File: src/rtl/tx_uart_fifo.sv
// UART transmitter with an internal TX FIFO.
// The bus side pushes words through a valid/ready handshake. The serialiser pops the head
// word at each frame start and sends start, data (LSB first), optional parity and stop
// symbols. Frames run back-to-back while the FIFO holds data.
module tx_uart_fifo #(
    parameter int SYSTEM_CLK = 100_000_000,
    parameter int BAUDRATE   = 9600,
    parameter int DATA_BITS  = 8,
    parameter int FIFO_DEPTH = 16
) (
    input  logic                          clk,
    input  logic                          resetn,
    input  logic                          valid,
    input  logic [DATA_BITS-1:0]          tx_data,
    output logic                          ready,
    input  logic [15:0]                   div,
    input  logic [1:0]                    parity_mode,
    input  logic                          two_stop,
    output logic                          tx_out,
    output logic                          busy,
    output logic                          tx_done,
    output logic [$clog2(FIFO_DEPTH):0]   fifo_count
);

    localparam int AW      = $clog2(FIFO_DEPTH);
    localparam int BW      = $clog2(DATA_BITS + 1);
    localparam int DEF_CPS = SYSTEM_CLK / BAUDRATE;
    localparam logic [15:0]   DEF_CPS16 = DEF_CPS[15:0];
    localparam logic [AW:0]   FULL_CNT  = (AW+1)'(FIFO_DEPTH);
    localparam logic [BW-1:0] LAST_BIT  = BW'(DATA_BITS - 1);

    typedef enum logic [2:0] {
        IDLE,
        START,
        DATA,
        PARITY,
        STOP
    } state_t;

    // FIFO storage and pointers; pointers wrap naturally because the depth is a power of two
    logic [DATA_BITS-1:0] mem [FIFO_DEPTH];
    logic [AW-1:0]        wr_ptr;
    logic [AW-1:0]        rd_ptr;
    logic [DATA_BITS-1:0] head;
    logic                 push;
    logic                 pop;

    // Serialiser state. The per-frame settings are captured at pop so that bus-side
    // changes only affect the next frame.
    state_t               state;
    logic [16:0]          cnt;        // wide enough for 2*CPS-1 in the two-stop case
    logic [BW-1:0]        bit_idx;
    logic [DATA_BITS-1:0] shreg;
    logic [15:0]          cps_r;
    logic                 par_en;
    logic                 par_bit;
    logic                 two_r;

    logic [15:0]          cps_now;
    logic [16:0]          sym_reload;
    logic [16:0]          stop_reload;
    logic                 sym_end;

    // The full flag comes straight from the count, so a push while full is never accepted
    assign ready = (fifo_count != FULL_CNT);
    assign push  = valid && ready;
    assign head  = mem[rd_ptr];
    assign busy  = (state != IDLE) || (fifo_count != '0);

    // The symbol counter has reached its last cycle
    assign sym_end = (cnt == 17'd0);

    // Pop at the idle check or on the final stop cycle, which gives the zero-gap chaining
    assign pop = (fifo_count != '0) &&
                 ((state == IDLE) || ((state == STOP) && sym_end));

    // Symbol length for the frame that is about to start. div==1 is raised to 2 because
    // the counter needs at least two cycles per symbol.
    always_comb begin
        cps_now = div;
        if (div == 16'd0)
            cps_now = DEF_CPS16;
        else if (div == 16'd1)
            cps_now = 16'd2;
    end

    // Counter reload values: one symbol, or the whole stop period (one or two symbols)
    assign sym_reload  = {1'b0, cps_r} - 17'd1;
    assign stop_reload = (two_r ? {cps_r, 1'b0} : {1'b0, cps_r}) - 17'd1;

    // FIFO write port; the data array needs no reset because the pointers gate every read
    always_ff @(posedge clk) begin
        if (push)
            mem[wr_ptr] <= tx_data;
    end

    // FIFO pointers and occupancy; a push and a pop together leave the count unchanged
    always_ff @(posedge clk) begin
        if (!resetn) begin
            wr_ptr     <= '0;
            rd_ptr     <= '0;
            fifo_count <= '0;
        end else begin
            if (push)
                wr_ptr <= wr_ptr + 1'b1;
            if (pop)
                rd_ptr <= rd_ptr + 1'b1;
            case ({push, pop})
                2'b10:   fifo_count <= fifo_count + 1'b1;
                2'b01:   fifo_count <= fifo_count - 1'b1;
                default: fifo_count <= fifo_count;
            endcase
        end
    end

    // Frame sequencer. tx_out and tx_done are registered, so tx_out changes on the same
    // edge as the state that owns it.
    always_ff @(posedge clk) begin
        if (!resetn) begin
            state   <= IDLE;
            tx_out  <= 1'b1;
            tx_done <= 1'b0;
            cnt     <= '0;
            bit_idx <= '0;
            shreg   <= '0;
            cps_r   <= 16'd2;
            par_en  <= 1'b0;
            par_bit <= 1'b0;
            two_r   <= 1'b0;
        end else begin
            tx_done <= 1'b0;
            if (pop) begin
                // Frame start: capture the word and this frame's settings, drive the start bit
                state   <= START;
                tx_out  <= 1'b0;
                cnt     <= {1'b0, cps_now} - 17'd1;
                cps_r   <= cps_now;
                shreg   <= head;
                par_en  <= parity_mode[0] ^ parity_mode[1];
                par_bit <= (^head) ^ parity_mode[1];
                two_r   <= two_stop;
            end else if (state == IDLE) begin
                tx_out <= 1'b1;
            end else if (!sym_end) begin
                cnt <= cnt - 17'd1;
                // Flag the final stop cycle one edge early so the pulse lands on that cycle
                if ((state == STOP) && (cnt == 17'd1))
                    tx_done <= 1'b1;
            end else begin
                case (state)
                    START: begin
                        state   <= DATA;
                        tx_out  <= shreg[0];
                        shreg   <= shreg >> 1;
                        bit_idx <= '0;
                        cnt     <= sym_reload;
                    end
                    DATA: begin
                        if (bit_idx == LAST_BIT) begin
                            if (par_en) begin
                                state  <= PARITY;
                                tx_out <= par_bit;
                                cnt    <= sym_reload;
                            end else begin
                                state  <= STOP;
                                tx_out <= 1'b1;
                                cnt    <= stop_reload;
                            end
                        end else begin
                            bit_idx <= bit_idx + 1'b1;
                            tx_out  <= shreg[0];
                            shreg   <= shreg >> 1;
                            cnt     <= sym_reload;
                        end
                    end
                    PARITY: begin
                        state  <= STOP;
                        tx_out <= 1'b1;
                        cnt    <= stop_reload;
                    end
                    default: begin
                        // End of stop with nothing queued: return to idle
                        state  <= IDLE;
                        tx_out <= 1'b1;
                    end
                endcase
            end
        end
    end

endmodule

File: config.mk
export PLATFORM = sky130hd
export DESIGN_NAME = tx_uart_fifo
export DESIGN_NICKNAME = d
export VERILOG_FILES = /design/src/rtl/tx_uart_fifo.sv
export SDC_FILE = /design/constraint.sdc
export NUM_CORES = 1
export LEC_CHECK = 0
export BUFFER_PORTS_ARGS = -buffer_cell sky130_fd_sc_hd__buf_4
export CAP_MARGIN = 20
export CORE_MARGIN = 5
export CORE_UTILIZATION = 54
export DETAILED_ROUTE_END_ITERATION = 8
export PLACE_DENSITY = 0.75
export SYNTH_ARGS = -nofsm -noshare
export SYNTH_HDL_FRONTEND = slang
export SYNTH_SLANG_ARGS = --single-unit
File: constraint.sdc
create_clock -name clk -period 4 [get_ports clk]
set_input_delay 0 -clock clk [delete_from_list [all_inputs] [get_ports clk]]
set_output_delay 0 -clock clk [all_outputs]
set_load 0.01 [all_outputs]
=== After elaboration in Yosys (flattened, before gate mapping) ===
Memories as Yosys holds them, arrays and structs flattened. A register that Yosys moved wholly into a read port is not among the register bits.
Index checks and enable logic that the tools add are counted.
Widths: inputs -> output; s select.

* Memories: 1
* Bits in writable memories: 128
* Register bits: 66
* Output and inout bits: 9
* Word-level logic and storage cells: 103
* Input port bits: 30

* Reductions and logical operators: 24
* Multiplexer cells: 34
* $add $sub $neg: 9
* Equality and inequality tests: 16
* Bitwise logic cells: 5

{| class="wikitable"
|+ Memory list
! memory !! words !! width !! rd ports !! clocked after Yosys merged registers in !! wr ports !! RTL line !! source
|-
| mem || 16 || 8 || 1 || 1 || 1 || 41 || <nowiki>logic [DATA_BITS-1:0] mem [FIFO_DEPTH];</nowiki>
|}

{| class="wikitable"
|+ Operators by type and width
! kind !! count
|-
| $mux 17 || 6
|-
| $pmux 17 s3 || 1
|-
| $sub 16x1->17 const B || 2
|-
| $sub 17x1->17 const B || 2
|-
| $mux 16 || 2
|-
| $mux 8 || 4
|-
| $eq 17x1->1 const B || 1
|-
| $logic_not 17->1 || 1
|-
| $eq 16x1->1 const B || 1
|-
| $logic_not 16->1 || 1
|-
| $pmux 8 s2 || 1
|-
| $add 4x1->4 const B || 3
|-
| $mux 4 || 3
|-
| $mux 1 || 11
|-
| $pmux 5 s2 || 1
|-
| $pmux 3 s3 || 1
|-
| $reduce_bool 3->1 || 3
|-
| $pmux 4 s2 || 1
|-
| $reduce_xor 8->1 || 1
|-
| $eq 3x2->1 const B || 2
|-
| $mux 3 || 2
|-
| $ne 2x2->1 const B || 3
|-
| $ne 3x3->1 const B || 2
|-
| $reduce_and 3->1 || 2
|-
| other kinds (22) || 31
|}

=== Longest topological paths before layout ===
Gate-level depths: netlist of run 1.

* Depth in word-level cells: 8
* Gate-level depth with buffers: 17
* Depth with buffers taken out: 15

=== Least setup slack after synthesis of run 1 ===
No wires, ideal clock.

* Path type: register to register
* From: register cnt[4]
* To: register fifo_count[4]
* Data required time: 3924 ps
* Arrival: 3346 ps
* Buffers on the path: 3
* Stages on the path, launching flop included: 18
* Period minus slack after synthesis: 3421 ps
* Slack: 579 ps
* Library setup time: 76 ps
* Cell sequence: dfxtp_1 clkbuf_1 nor4_4 nand4_1 nor2_1 o21ai_1 clkinv_1 buf_2 buf_2 ha_1 inv_1 fa_1 inv_1 a21o_1 a21oi_1 xnor2_1 or3_1 a21boi_0

* Cells in the longest elaborated chain, start to end: 6
* Elaborated cells on any way between the ends: 8
* Those cells by class: 2 x eq/ne; 1 x mux; 5 x reduce/logical

{| class="wikitable"
|+ RTL lines
! element !! RTL line !! source
|-
| start, declared || 51 || <nowiki>logic [16:0] cnt;</nowiki>
|-
| start signal, assigned || 136 || <nowiki>cnt <= {1'b0, cps_now} - 17'd1;</nowiki>
|-
| start signal, assigned || 145 || <nowiki>cnt <= cnt - 17'd1;</nowiki>
|-
| start signal, assigned || 156 || <nowiki>cnt <= sym_reload;</nowiki>
|-
| $logic_not 17->1 * || 71 || <nowiki>assign sym_end = (cnt == 17'd0);</nowiki>
|-
| $logic_and 1x1->1 * || 75 || <nowiki>((state == IDLE) || ((state == STOP) && sym_end));</nowiki>
|-
| $logic_or 1x1->1 * || 75 ||
|-
| $logic_and 1x1->1 * || 74 || <nowiki>assign pop = (fifo_count != '0) &&</nowiki>
|-
| $eq 2x1->1 or $eq 2x2->1 (tied branches) || 108 || <nowiki>case ({push, pop})</nowiki>
|-
| $pmux 5 s2 or $reduce_bool 2->1 (tied branches) || -- ||
|-
| end signal, assigned || 109 || <nowiki>2'b10: fifo_count <= fifo_count + 1'b1;</nowiki>
|-
| end signal, assigned || 110 || <nowiki>2'b01: fifo_count <= fifo_count - 1'b1;</nowiki>
|-
| end signal, assigned || 111 || <nowiki>default: fifo_count <= fifo_count;</nowiki>
|-
| end, declared || 22 || <nowiki>output logic [$clog2(FIFO_DEPTH):0] fifo_count</nowiki>
|}

Every way passes the cells marked *; elsewhere a longest branch is shown, timed or not.
A chain may end at the register's enable or synchronous reset.

=== Final worst setup path of run 1 ===
* From: register cnt[11]
* To: register fifo_count[4]

Same word-level chain as after synthesis.

==> results of run 1 <==
==> power by group through the flow <==
stage | clock network, mW | registers, mW | logic, mW
6_report | 1.61 | 2.80 | 2.98
3_5_place_dp | 0 | 2.83 | 2.93
3_3_place_gp | 0 | 2.82 | 2.89
5_1_grt | 1.74 | 2.84 | 3.28
4_1_cts | 1.64 | 2.79 | 2.97
2_1_floorplan | 0 | 2.62 | 2.44
==> placed cells by master, fill, tap and decap left out, types with 9 or more instances in the layout <==
cell type      Yosys  routed
mux4_2            28      28
dlygate4sd3_1      0      26
a21oi_1           29      29
o21ai_0           33      33
o211a_1           14      14
nor4_1            11      11
a21boi_0          20      20
xor2_1            17      17
nand4_1           11      11
nand2_1           96      96
dfxtp_1           70      69
a31oi_1           10      10
ha_1              18      18
clkbuf_16          0      17
inv_1             20      20
nor2b_1            9       9
buf_4              3      55
nand3_1           28      28
nor3_1            18      18
and2_1            14      14
xnor2_1           24      24
edfxtp_1         128     128
nor2_1            45      45
==> layout make-up <==
class                   count  area (um^2)
flip-flops and latches    198         5250
multi-input cells         595         4580
repair buffers             81          673
well taps                 234          293
clock buffers              21          440
fillers                  1465         7210
clock inverters            11          109
inverters                  23         86.3
==> how the worst max path moves through the flow <==
| stage | startpoint | to | slack, ps | cells after the start |
|---|---|---|---|---|
| detailed placement | cnt[11]$_SDFFE_PN0P_ | fifo_count[4]$_SDFFE_PN0P_ | 720 | 14 |
| floorplan | cnt[4]$_SDFFE_PN0P_ | fifo_count[4]$_SDFFE_PN0P_ | 580 | 17 |
| finish | cnt[11]$_SDFFE_PN0P_ | fifo_count[4]$_SDFFE_PN0P_ | 680 | 14 |
| CTS | cnt[11]$_SDFFE_PN0P_ | fifo_count[4]$_SDFFE_PN0P_ | 700 | 14 |
| global route | cnt[11]$_SDFFE_PN0P_ | fifo_count[4]$_SDFFE_PN0P_ | 390 | 14 |
| global placement | cnt[11]$_SDFFE_PN0P_ | fifo_count[4]$_SDFFE_PN0P_ | 880 | 14 |
==> flip-flops by register name, indices dropped and copies added (netlist names), named ones only <==
signal	count
rd_ptr	4
shreg	8
par_bit	1
tx_done	1
cnt	17
par_en	1
cps_r	16
fifo_count	5
two_r	1
state	3
tx_out	1
bit_idx	4
mem	128
wr_ptr	4
==> through the flow <==
stage / worst slack (ps) / utilization
after global routing: 390 / 0.613
after global placement: 885 / 0.569
after CTS: 701 / 0.613
after floorplan: 579 / -
after detailed placement: 721 / 0.569
final: 684 / 0.613
==> worst min-delay path, stage by stage <==
cell and delay [ps]:
buf_4 100, o21ai_0 150, nor2_1 120, o21a_1 130
==> per-layer routing <==
metal	wire length, um	up-vias
li1	-	3426
met1	9910	3573
met2	12300	278
met3	1500	59
met4	907	0
met5	0	-
==> kinds of logic (layout without fill, tap and decap cells) <==
family | Yosys count | after routing
AO/OA/AOI/OAI | 205 | 205
XOR/XNOR | 45 | 45
adder cells (fa/ha/maj) | 19 | 19
buffers and inverters | 80 | 136
flip-flops | 198 | 198
multiplexers | 45 | 45
AND/OR/NAND/NOR | 281 | 281
==> repair_timing <==
item	CTS	global route
endpoints found under the setup margin	0	0
hold endpoints to repair	145	0
hold buffers	26	0
buffers inserted	0	0
gates resized for setup	0	0
==> results.yml, run 1 <==
run_status:
  status: "finished clean"
layout:
  synthToLayoutAreaGrowth_pct: 12.2
  final_cells: 1163
  antenna_cells: 0
  drive_gt1_frac: 0.155
  fin_area_um2: 11400
  nets: 965
clocking:
  clockBufferDepth: 2
  numCtsBuffers: 17
  cts.clk_slew.worst_paths_ps: 80
  cts_max_level: 4
  clockRootBuffer: "clkbuf_16"
  clock-sinks: 198
  insertion_delay_ps: 440
  cts_tree: "built"
synthesis:
  synthesis.nets: 922
  synth_top_cells_by_area: "edfxtp_1 38%, dfxtp_1 14%, mux4_2 6.2%"
  synth_simple_gate_area_frac: 0.145
  synth_xor_area_frac: 0.0435
  seq_area_frac_synth: 0.515
  synth_commonest_cells: "128 x edfxtp_1, 96 x nand2_1, 70 x dfxtp_1"
  synthCells: 873
  synth_area_um2: 10200
  synth_top_family_by_area: "compound AO/OA/AOI/OAI gates"
  synth_compound_gate_area_share: 0.146
  yosys.area.top_type_share: 0.377
  netlist.top_cell.by_area: "edfxtp_1"
  yosysWarnings: 0
  synthMuxAreaShare: 0.0917
  synth_fa_ha_area_frac: 0.0241
  yosys.cell_count.top_type: "edfxtp_1"
  async_flop_share: 0
  synth-edff-count: 128
  yosysUniqueCellTypes: 83
  syn_area_per_cell_um2: 11.7
  synth_flop_cell: "edfxtp_1"
  ys_ff_latch: 198
worst_setup_path:
  r2r-end: "fifo_count[4]$_SDFFE_PN0P_"
  path_cells: "nor4_1 > nand4_1 > nor2_1 > o21ai_2 > clkinv_1 > ha_1 > inv_1 > fa_1 > inv_1 > a21o_1 > a21oi_1 > xnor2_1 > or3_1 > a21boi_0"
  critPathKind: "flip-flop to flip-flop"
  required_ps: 4350
  worstPathMaxFanout: 6
  crit_family: "simple AND/OR/NAND/NOR gates"
  slowest_stage: "nor4_1"
  arrival_ps: 3670
  worstRegToRegCells: 14
  r2r_start: "cnt[11]$_SDFFE_PN0P_"
  critical_path.max_stage_delay_ps: 630
  r2r_setup_slack_ps: 680
  critPathLaunchType: "flip-flop"
  cpMostUsedCell: "inv_1"
  worst-path-buf-inv: 3
  end_kind: "flip-flop"
power:
  p_switching_mw: 2.82
  p_per_area_nw_per_um2: 647
  p_comb_frac: 0.403
  p_leak_nw: 4.05
  power_frac_seq: 0.378
  p_int_mw: 4.58
  swShare: 0.381
  irDropWorstVdd_uv: 503
  clkPwrFrac: 0.218
  total_power_mw: 7.40
grt:
  grt_use_met3: 0.0490
  grtUsageTotal: 0.231
  grt_use_met1: 0.289
  antenna_found_initial: 0
  grt_pass1_wl_um: 38900
  met2_usage: 0.392
  grt_overflow_total: 0
  gr-max-usage-layer: "met2"
  grt_pass1_vias: 7124
  grt_max_degree: 67
detailed_routing:
  drt_iter0_drc: 708
  drt-total-wl_um: 24600
  final_antenna_net_count: 0
  vias: 7336
  post-route-drc-count: 0
  vias_per_cell: 6.31
  wire_per_inst_um: 21.1
  firstDrtPassIters: 6
timing:
  period_minus_slack_ps: 3320
  fmax_mhz: 302
  rsz0062_at_grt: "no"
  setup_viol: 0
  relSlewSlack: 0.382
  fin_tns_setup_ps: 0
  drv_slew: 0
  worst_pin_slew_ps: 918
  skew_ps: 11.3
  holdWs_ps: 88.1
  finalCritPeriodShare: 0.829
  finalHoldViolCount: 0
place:
  io_buffers: 38
  place.gp.congestion: 0.889
  dp_cells: 1104
  dpl-instance-area_um2: 10600
  dp_hpwl_um: 16400
hold_path:
  hold_path_startpoint: "div[0]"
  holdPathEnd: "cps_r[0]$_SDFFE_PN0N_"
  min_path_cells: 4
  hold_class: "input port to flip-flop"
floorplan:
  fp.dieArea_um2: 21700
  die_w_um: 147
  rows: 50
  floorplan.initialDensity: 0.546
  io_pins: 39
  coreArea_um2: 18600
  die_h_um: 147
run:
  maxCapViolCount: 0
Power figures use the tool's default switching activity.
==> run 2: changes to the inputs <==
PLACE_DENSITY = 0.78   (was 0.75)
clock period = 2.8 ns   (was 4 ns; I/O delays follow)
==> run 2 against run 1 <==
Effect of this change: clock skew decreased by 0.57 ps; cell area increased by 5.0%; global-route usage increased by 0.61 points; critical path depth decreased by 6; via count increased by 4.4%; non-clock buffer count increased by 53; sequential cell count unchanged; maximum frequency increased by 24%; register-to-register slack got worse by 560 ps; clock power increased by 55%; worst setup slack got worse by 560 ps; total power increased by 53%; critical path type unchanged; critical endpoint is now par_bit$_SDFFE_PN0N_.
==> results.yml, run 2 (same netlist as run 1, synthesis figures left out) <==
floorplan:
  die_h_um: 147
  rows: 50
  coreArea_um2: 18600
  die_w_um: 147
  io_pins: 39
  fp.dieArea_um2: 21700
  floorplan.initialDensity: 0.546
power:
  p_leak_nw: 4.38
  irDropWorstVdd_uv: 640
  total_power_mw: 11.3
  p_per_area_nw_per_um2: 943
place:
  place.gp.congestion: 0.921
  dp_cells: 1157
  pre_cts_slack_ps: 8.18
  io_buffers: 38
  dp_hpwl_um: 17200
layout:
  largest_register_ffs: 128
  post-route-util: 0.644
  drive_gt1_frac: 0.217
  final_cells: 1216
  top_regs: "mem x128, cnt x17, cps_r x16"
  layout_commonest_cell: "edfxtp_1"
  nets: 1018
  top_register: "mem"
  synthToLayoutAreaGrowth_pct: 17.8
  final_cell_mix: "128 x edfxtp_1, 106 x buf_4, 96 x nand2_1, 66 x dfxtp_1, 44 x nor2_1"
worst_setup_path:
  worstRegToRegCells: 8
  slowest_stage: "mux4_2"
  r2r_setup_slack_ps: 120
  end_kind: "flip-flop"
  cp.depth: 8
  worst-path-buf-inv: 1
  path_cells: "buf_12 > mux4_2 > a22oi_1 > nand3_1 > xnor3_1 > xnor3_1 > nand2_1 > a21boi_1"
  critical_path.max_stage_delay_ps: 560
  cpMostUsedCell: "xnor3_1"
  crit_family: "XOR/XNOR gates"
  critPathKind: "flip-flop to flip-flop"
  arrival_ps: 3020
  r2r-end: "par_bit$_SDFFE_PN0N_"
  critPathLaunchType: "flip-flop"
  required_ps: 3150
  worstPathMaxFanout: 32
grt:
  grt_max_degree: 67
  grt_pass1_wl_um: 40300
  antenna_found_initial: 1
  grtUsageTotal: 0.237
  grt_overflow_total: 0
  grt_pass1_vias: 7395
clocking:
  clock-sinks: 198
  cts_max_level: 4
  numCtsBuffers: 17
  clockRootBuffer: "clkbuf_16"
  clockBufferDepth: 2
  cts_tree: "built"
  cts.clk_slew.worst_paths_ps: 80
  insertion_delay_ps: 430
timing:
  finalCritPeriodShare: 0.956
  setup_viol: 0
  setup_ws_ps: 124
  fmax_mhz: 374
  drv_slew: 0
  period_minus_slack_ps: 2680
  skew_ps: 10.8
  relSlewSlack: 0.420
  finalHoldViolCount: 0
  worst_pin_slew_ps: 864
  rsz0062_at_grt: "no"
hold_path:
  hold_path_startpoint: "div[13]"
  hold_class: "input port to flip-flop"
  min_path_cells: 4
  holdPathEnd: "cps_r[13]$_SDFFE_PN0N_"
detailed_routing:
  final_antenna_net_count: 0
  vias: 7661
  drt-total-wl_um: 25800
  drt_iter0_drc: 852
  firstDrtPassIters: 6
  vias_per_cell: 6.30
  post-route-drc-count: 0
  wire_per_inst_um: 21.2
run:
  maxCapViolCount: 0
run_status:
  status: "finished clean"
==> run 2: worst max path at each step <==
stage	startpoint	end	slack, ps
after global routing	cnt[7]$_SDFFE_PN0P_	fifo_count[4]$_SDFFE_PN0P_	0.5
after detailed placement	cnt[11]$_SDFFE_PN0P_	fifo_count[4]$_SDFFE_PN0P_	8
after global placement	cnt[11]$_SDFFE_PN0P_	fifo_count[4]$_SDFFE_PN0P_	90
after CTS	fifo_count[0]$_SDFFE_PN0P_	fifo_count[4]$_SDFFE_PN0P_	40
final	flip-flop	par_bit$_SDFFE_PN0N_	120
after floorplan	cnt[7]$_SDFFE_PN0P_	fifo_count[4]$_SDFFE_PN0P_	-110
==> run 2: layer usage <==
metal	wire [um]	GRT usage
met2	12600	0.396
met1	10300	0.309
met4	736	0.0783
met3	2140	0.0537
met5	0	0
==> run 2: worst register-to-register path, delay by kind of cell, from the launching register on <==
kind | cells | cell delay, ps
buffers and inverters | 1 | 260
multiplexers | 1 | 570
XOR/XNOR | 2 | 720
AND/OR/NAND/NOR | 2 | 250
flip-flops | 1 | 340
AO/OA/AOI/OAI | 2 | 470
==> run 2: report_power, final <==
group | leakage (nW) | total [mW] | internal [mW] | switching, mW
combinational | 2.35 | 4.98 | 2.27 | 2.72
clock | 0.291 | 2.49 | 1.29 | 1.20
sequential | 1.73 | 3.85 | 3.46 | 0.389
==> run 2: timing repair <==
action	CTS	global route
gates cloned	0	0
gates resized for setup	1	4
setup buffers	0	2
hold buffers	25	0
endpoints found under the setup margin	1	2
pin swaps	0	5
endpoints found under the hold margin	144	0
==> run 2: cell type report <==
cell class,instances,area (um^2)
repair buffers,134,1110
multi-input cells,595,4660
clock inverters,14,178
clock buffers,17,425
flip-flops and latches,198,5250
fillers,1368,6640
well taps,234,293
inverters,23,87.6
diodes,1,2.50
==> run 2: stage by stage <==
step | setup TNS (ps) | hold slack [ps] | area (um^2)
3_3_place_gp | 0 | 278 | 11100
6_report | 0 | 25.8 | 12000
3_5_place_dp | 0 | 286 | 11100
5_1_grt | 0 | 24.3 | 12000
4_1_cts | 0 | 3.50 | 12000
2_1_floorplan | -114 | 98.9 | 10200
==> run 3: changes to the inputs <==
ABC_AREA = 1   (was not set)
==> run 3 against run 2 <==
Effect of this change: synthesized cell count is 56% higher; non-clock buffer count is 30 lower; via count is 21% higher; clock skew is 6.8 ps higher; combinational power is 3% higher; critical path type unchanged; largest cell class unchanged; largest power group unchanged.
==> results.yml, run 3 <==
synthesis:
  ys_ff_latch: 198
  synth_area_um2: 10700
  syn_area_per_cell_um2: 7.85
  async_flop_share: 0
  yosys.area.top_type_share: 0.359
  synth-edff-count: 128
  synthCells: 1363
  seq_area_frac_synth: 0.490
  synth_top_cells_by_area: "edfxtp_1 36%, dfxtp_1 13%, nand2_1 12%"
  yosysUniqueCellTypes: 50
  yosysWarnings: 0
  synth_flop_cell: "edfxtp_1"
  yosys.cell_count.top_type: "nand2_1"
  synth_commonest_cells: "351 x nand2_1, 183 x inv_1, 134 x nor2_1"
  netlist.top_cell.by_area: "edfxtp_1"
  synthesis.nets: 1412
layout:
  post-route-util: 0.635
  layout_commonest_cell: "nand2_1"
  largest_register_ffs: 128
  final_cell_mix: "351 x nand2_1, 179 x inv_1, 132 x nor2_1, 128 x edfxtp_1, 127 x nand3_1"
  top_regs: "mem x128, cnt x17, cps_r x16"
  antenna_cells: 0
  top_register: "mem"
  multi_input_area_um2: 4520
  fillers: 1600
  nets: 1489
  final_cells: 1718
  regArea_um2: 5250
  drive_gt1_frac: 0.118
  synthToLayoutAreaGrowth_pct: 15.5
grt:
  grt_max_degree: 49
  grt_overflow_total: 0
  grt_pass1_wl_um: 43400
  grt_pass1_vias: 8638
  grtUsageTotal: 0.243
  antenna_found_initial: 0
hold_path:
  hold_class: "input port to flip-flop"
  holdPathEnd: "cnt[5]$_SDFFE_PN0P_"
  hold_path_startpoint: "div[5]"
  min_path_cells: 6
detailed_routing:
  drt_iter0_drc: 1155
  final_antenna_net_count: 0
  vias_per_cell: 5.39
  drt-total-wl_um: 26900
  vias: 9268
  wire_per_inst_um: 15.7
  firstDrtPassIters: 5
  post-route-drc-count: 0
clocking:
  clock-sinks: 198
  clockBufferDepth: 2
  clockRootBuffer: "clkbuf_16"
  cts_tree: "built"
  cts.clk_slew.worst_paths_ps: 80
  numCtsBuffers: 17
  cts_max_level: 4
  insertion_delay_ps: 440
worst_setup_path:
  r2r_start: "cnt[5]$_SDFFE_PN0P_"
  cpMostUsedCell: "inv_2"
  critPathLaunchType: "flip-flop"
  critical_path.max_stage_delay_ps: 450
  end_kind: "flip-flop"
  worstRegToRegCells: 13
  slowest_stage: "buf_4"
  r2r_setup_slack_ps: 200
  critPathKind: "flip-flop to flip-flop"
  worst-path-buf-inv: 5
  crit_family: "buffers and inverters"
  arrival_ps: 2940
  r2r-end: "cnt[6]$_SDFFE_PN0P_"
  required_ps: 3140
  worstPathMaxFanout: 48
  path_cells: "nor2_4 > inv_2 > nor2_2 > nand4_2 > nand2_2 > inv_2 > nor2_8 > buf_4 > inv_2 > buf_4 > a21oi_1 > o21ai_1 > a31oi_1"
timing:
  fin_tns_setup_ps: 0
  skew_ps: 17.6
  fmax_mhz: 385
  worst_pin_slew_ps: 769
  finalCritPeriodShare: 0.928
  relSlewSlack: 0.486
  drv_slew: 0
  period_minus_slack_ps: 2600
  finalHoldViolCount: 0
  setup_viol: 0
  setup_ws_ps: 202
  holdWs_ps: 51.6
floorplan:
  rows: 51
  coreArea_um2: 19500
  die_h_um: 151
  io_pins: 39
  die_w_um: 151
  fp.dieArea_um2: 22700
  floorplan.initialDensity: 0.550
place:
  dp_cells: 1654
  dp_hpwl_um: 17900
  io_buffers: 38
  place.gp.congestion: 0.904
  pre_cts_slack_ps: 29.3
power:
  irDropWorstVdd_uv: 595
  p_per_area_nw_per_um2: 941
  p_leak_nw: 5.40
run_status:
  status: "finished clean"
run:
  maxCapViolCount: 0
## run 3: cell types whose count changed after synthesis, sizes merged, moves of 19 or more
cell / change
inv: +175
nor2: +104
a21oi: +24
nand3: +101
mux4: -36
nand2: +260
o21ai: +81
a21boi: -21
clkbuf: -23
xnor2: -19
## run 3: worst max path at each step
stage,from,to,slack [ps],depth (start not counted)
after detailed placement,cnt[0]$_SDFFE_PN0P_,fifo_count[4]$_SDFFE_PN0P_,30,18
after CTS,cnt[0]$_SDFFE_PN0P_,fifo_count[4]$_SDFFE_PN0P_,10,18
after floorplan,cnt[0]$_SDFFE_PN0P_,fifo_count[4]$_SDFFE_PN0P_,0.1,20
after global placement,cnt[0]$_SDFFE_PN0P_,fifo_count[4]$_SDFFE_PN0P_,140,18
final,cnt[5]$_SDFFE_PN0P_,cnt[6]$_SDFFE_PN0P_,200,13
after global routing,cnt[5]$_SDFFE_PN0P_,fifo_count[4]$_SDFFE_PN0P_,-30,17
## run 3: worst min-delay path, stage by stage
cell and delay [ps]:
buf_4 80, inv_1 70, nand2_2 110, xor2_1 70, nand2_1 50, a31oi_1 60
## run 3: metal layers
metal  track usage  wire length (um)  vias to the layer above
met4        0.0716               426                        0
met2         0.383             12400                      397
li1              -                 -                     4598
met3        0.0409              2410                       46
met1         0.348             11700                     4227
met5             0                 0                        -
## run 3: through the flow
step	cell area (um^2)	power [mW]
2_1_floorplan	10700	7.48
3_3_place_gp	11300	8.51
3_5_place_dp	11300	8.61
4_1_cts	12200	11.4
5_1_grt	12400	12.5
6_report	12400	11.6
## run 3: area by class of cell
class,count,area share
flip-flops and latches,198,0.425
inverters,198,0.0606
well taps,265,0.0268
repair buffers,104,0.0677
multi-input cells,921,0.366
clock inverters,15,0.0192
clock buffers,17,0.0344
## run 3: where the power goes
part | total [mW] | leakage, nW | internal [mW] | switching [mW]
registers | 3.78 | 1.73 | 3.46 | 0.316
clock network | 2.72 | 0.323 | 1.48 | 1.24
logic | 5.13 | 3.34 | 1.78 | 3.34
## run 3: kinds of logic (layout without fill, tap and decap cells)
logic type	after synthesis	after routing	synth area share
buffers and inverters	244	334	0.0918
adder cells (fa/ha/maj)	19	19	0.0229
flip-flops	198	198	0.490
AND/OR/NAND/NOR	669	669	0.266
AO/OA/AOI/OAI	203	203	0.104
XOR/XNOR	30	30	0.0246
## run 3: repair_timing
action                     CTS  global route
gates resized for setup      0            18
hold buffers                22             0
buffers inserted             0            10
setup endpoints to repair    0             4
hold endpoints to repair   148             0
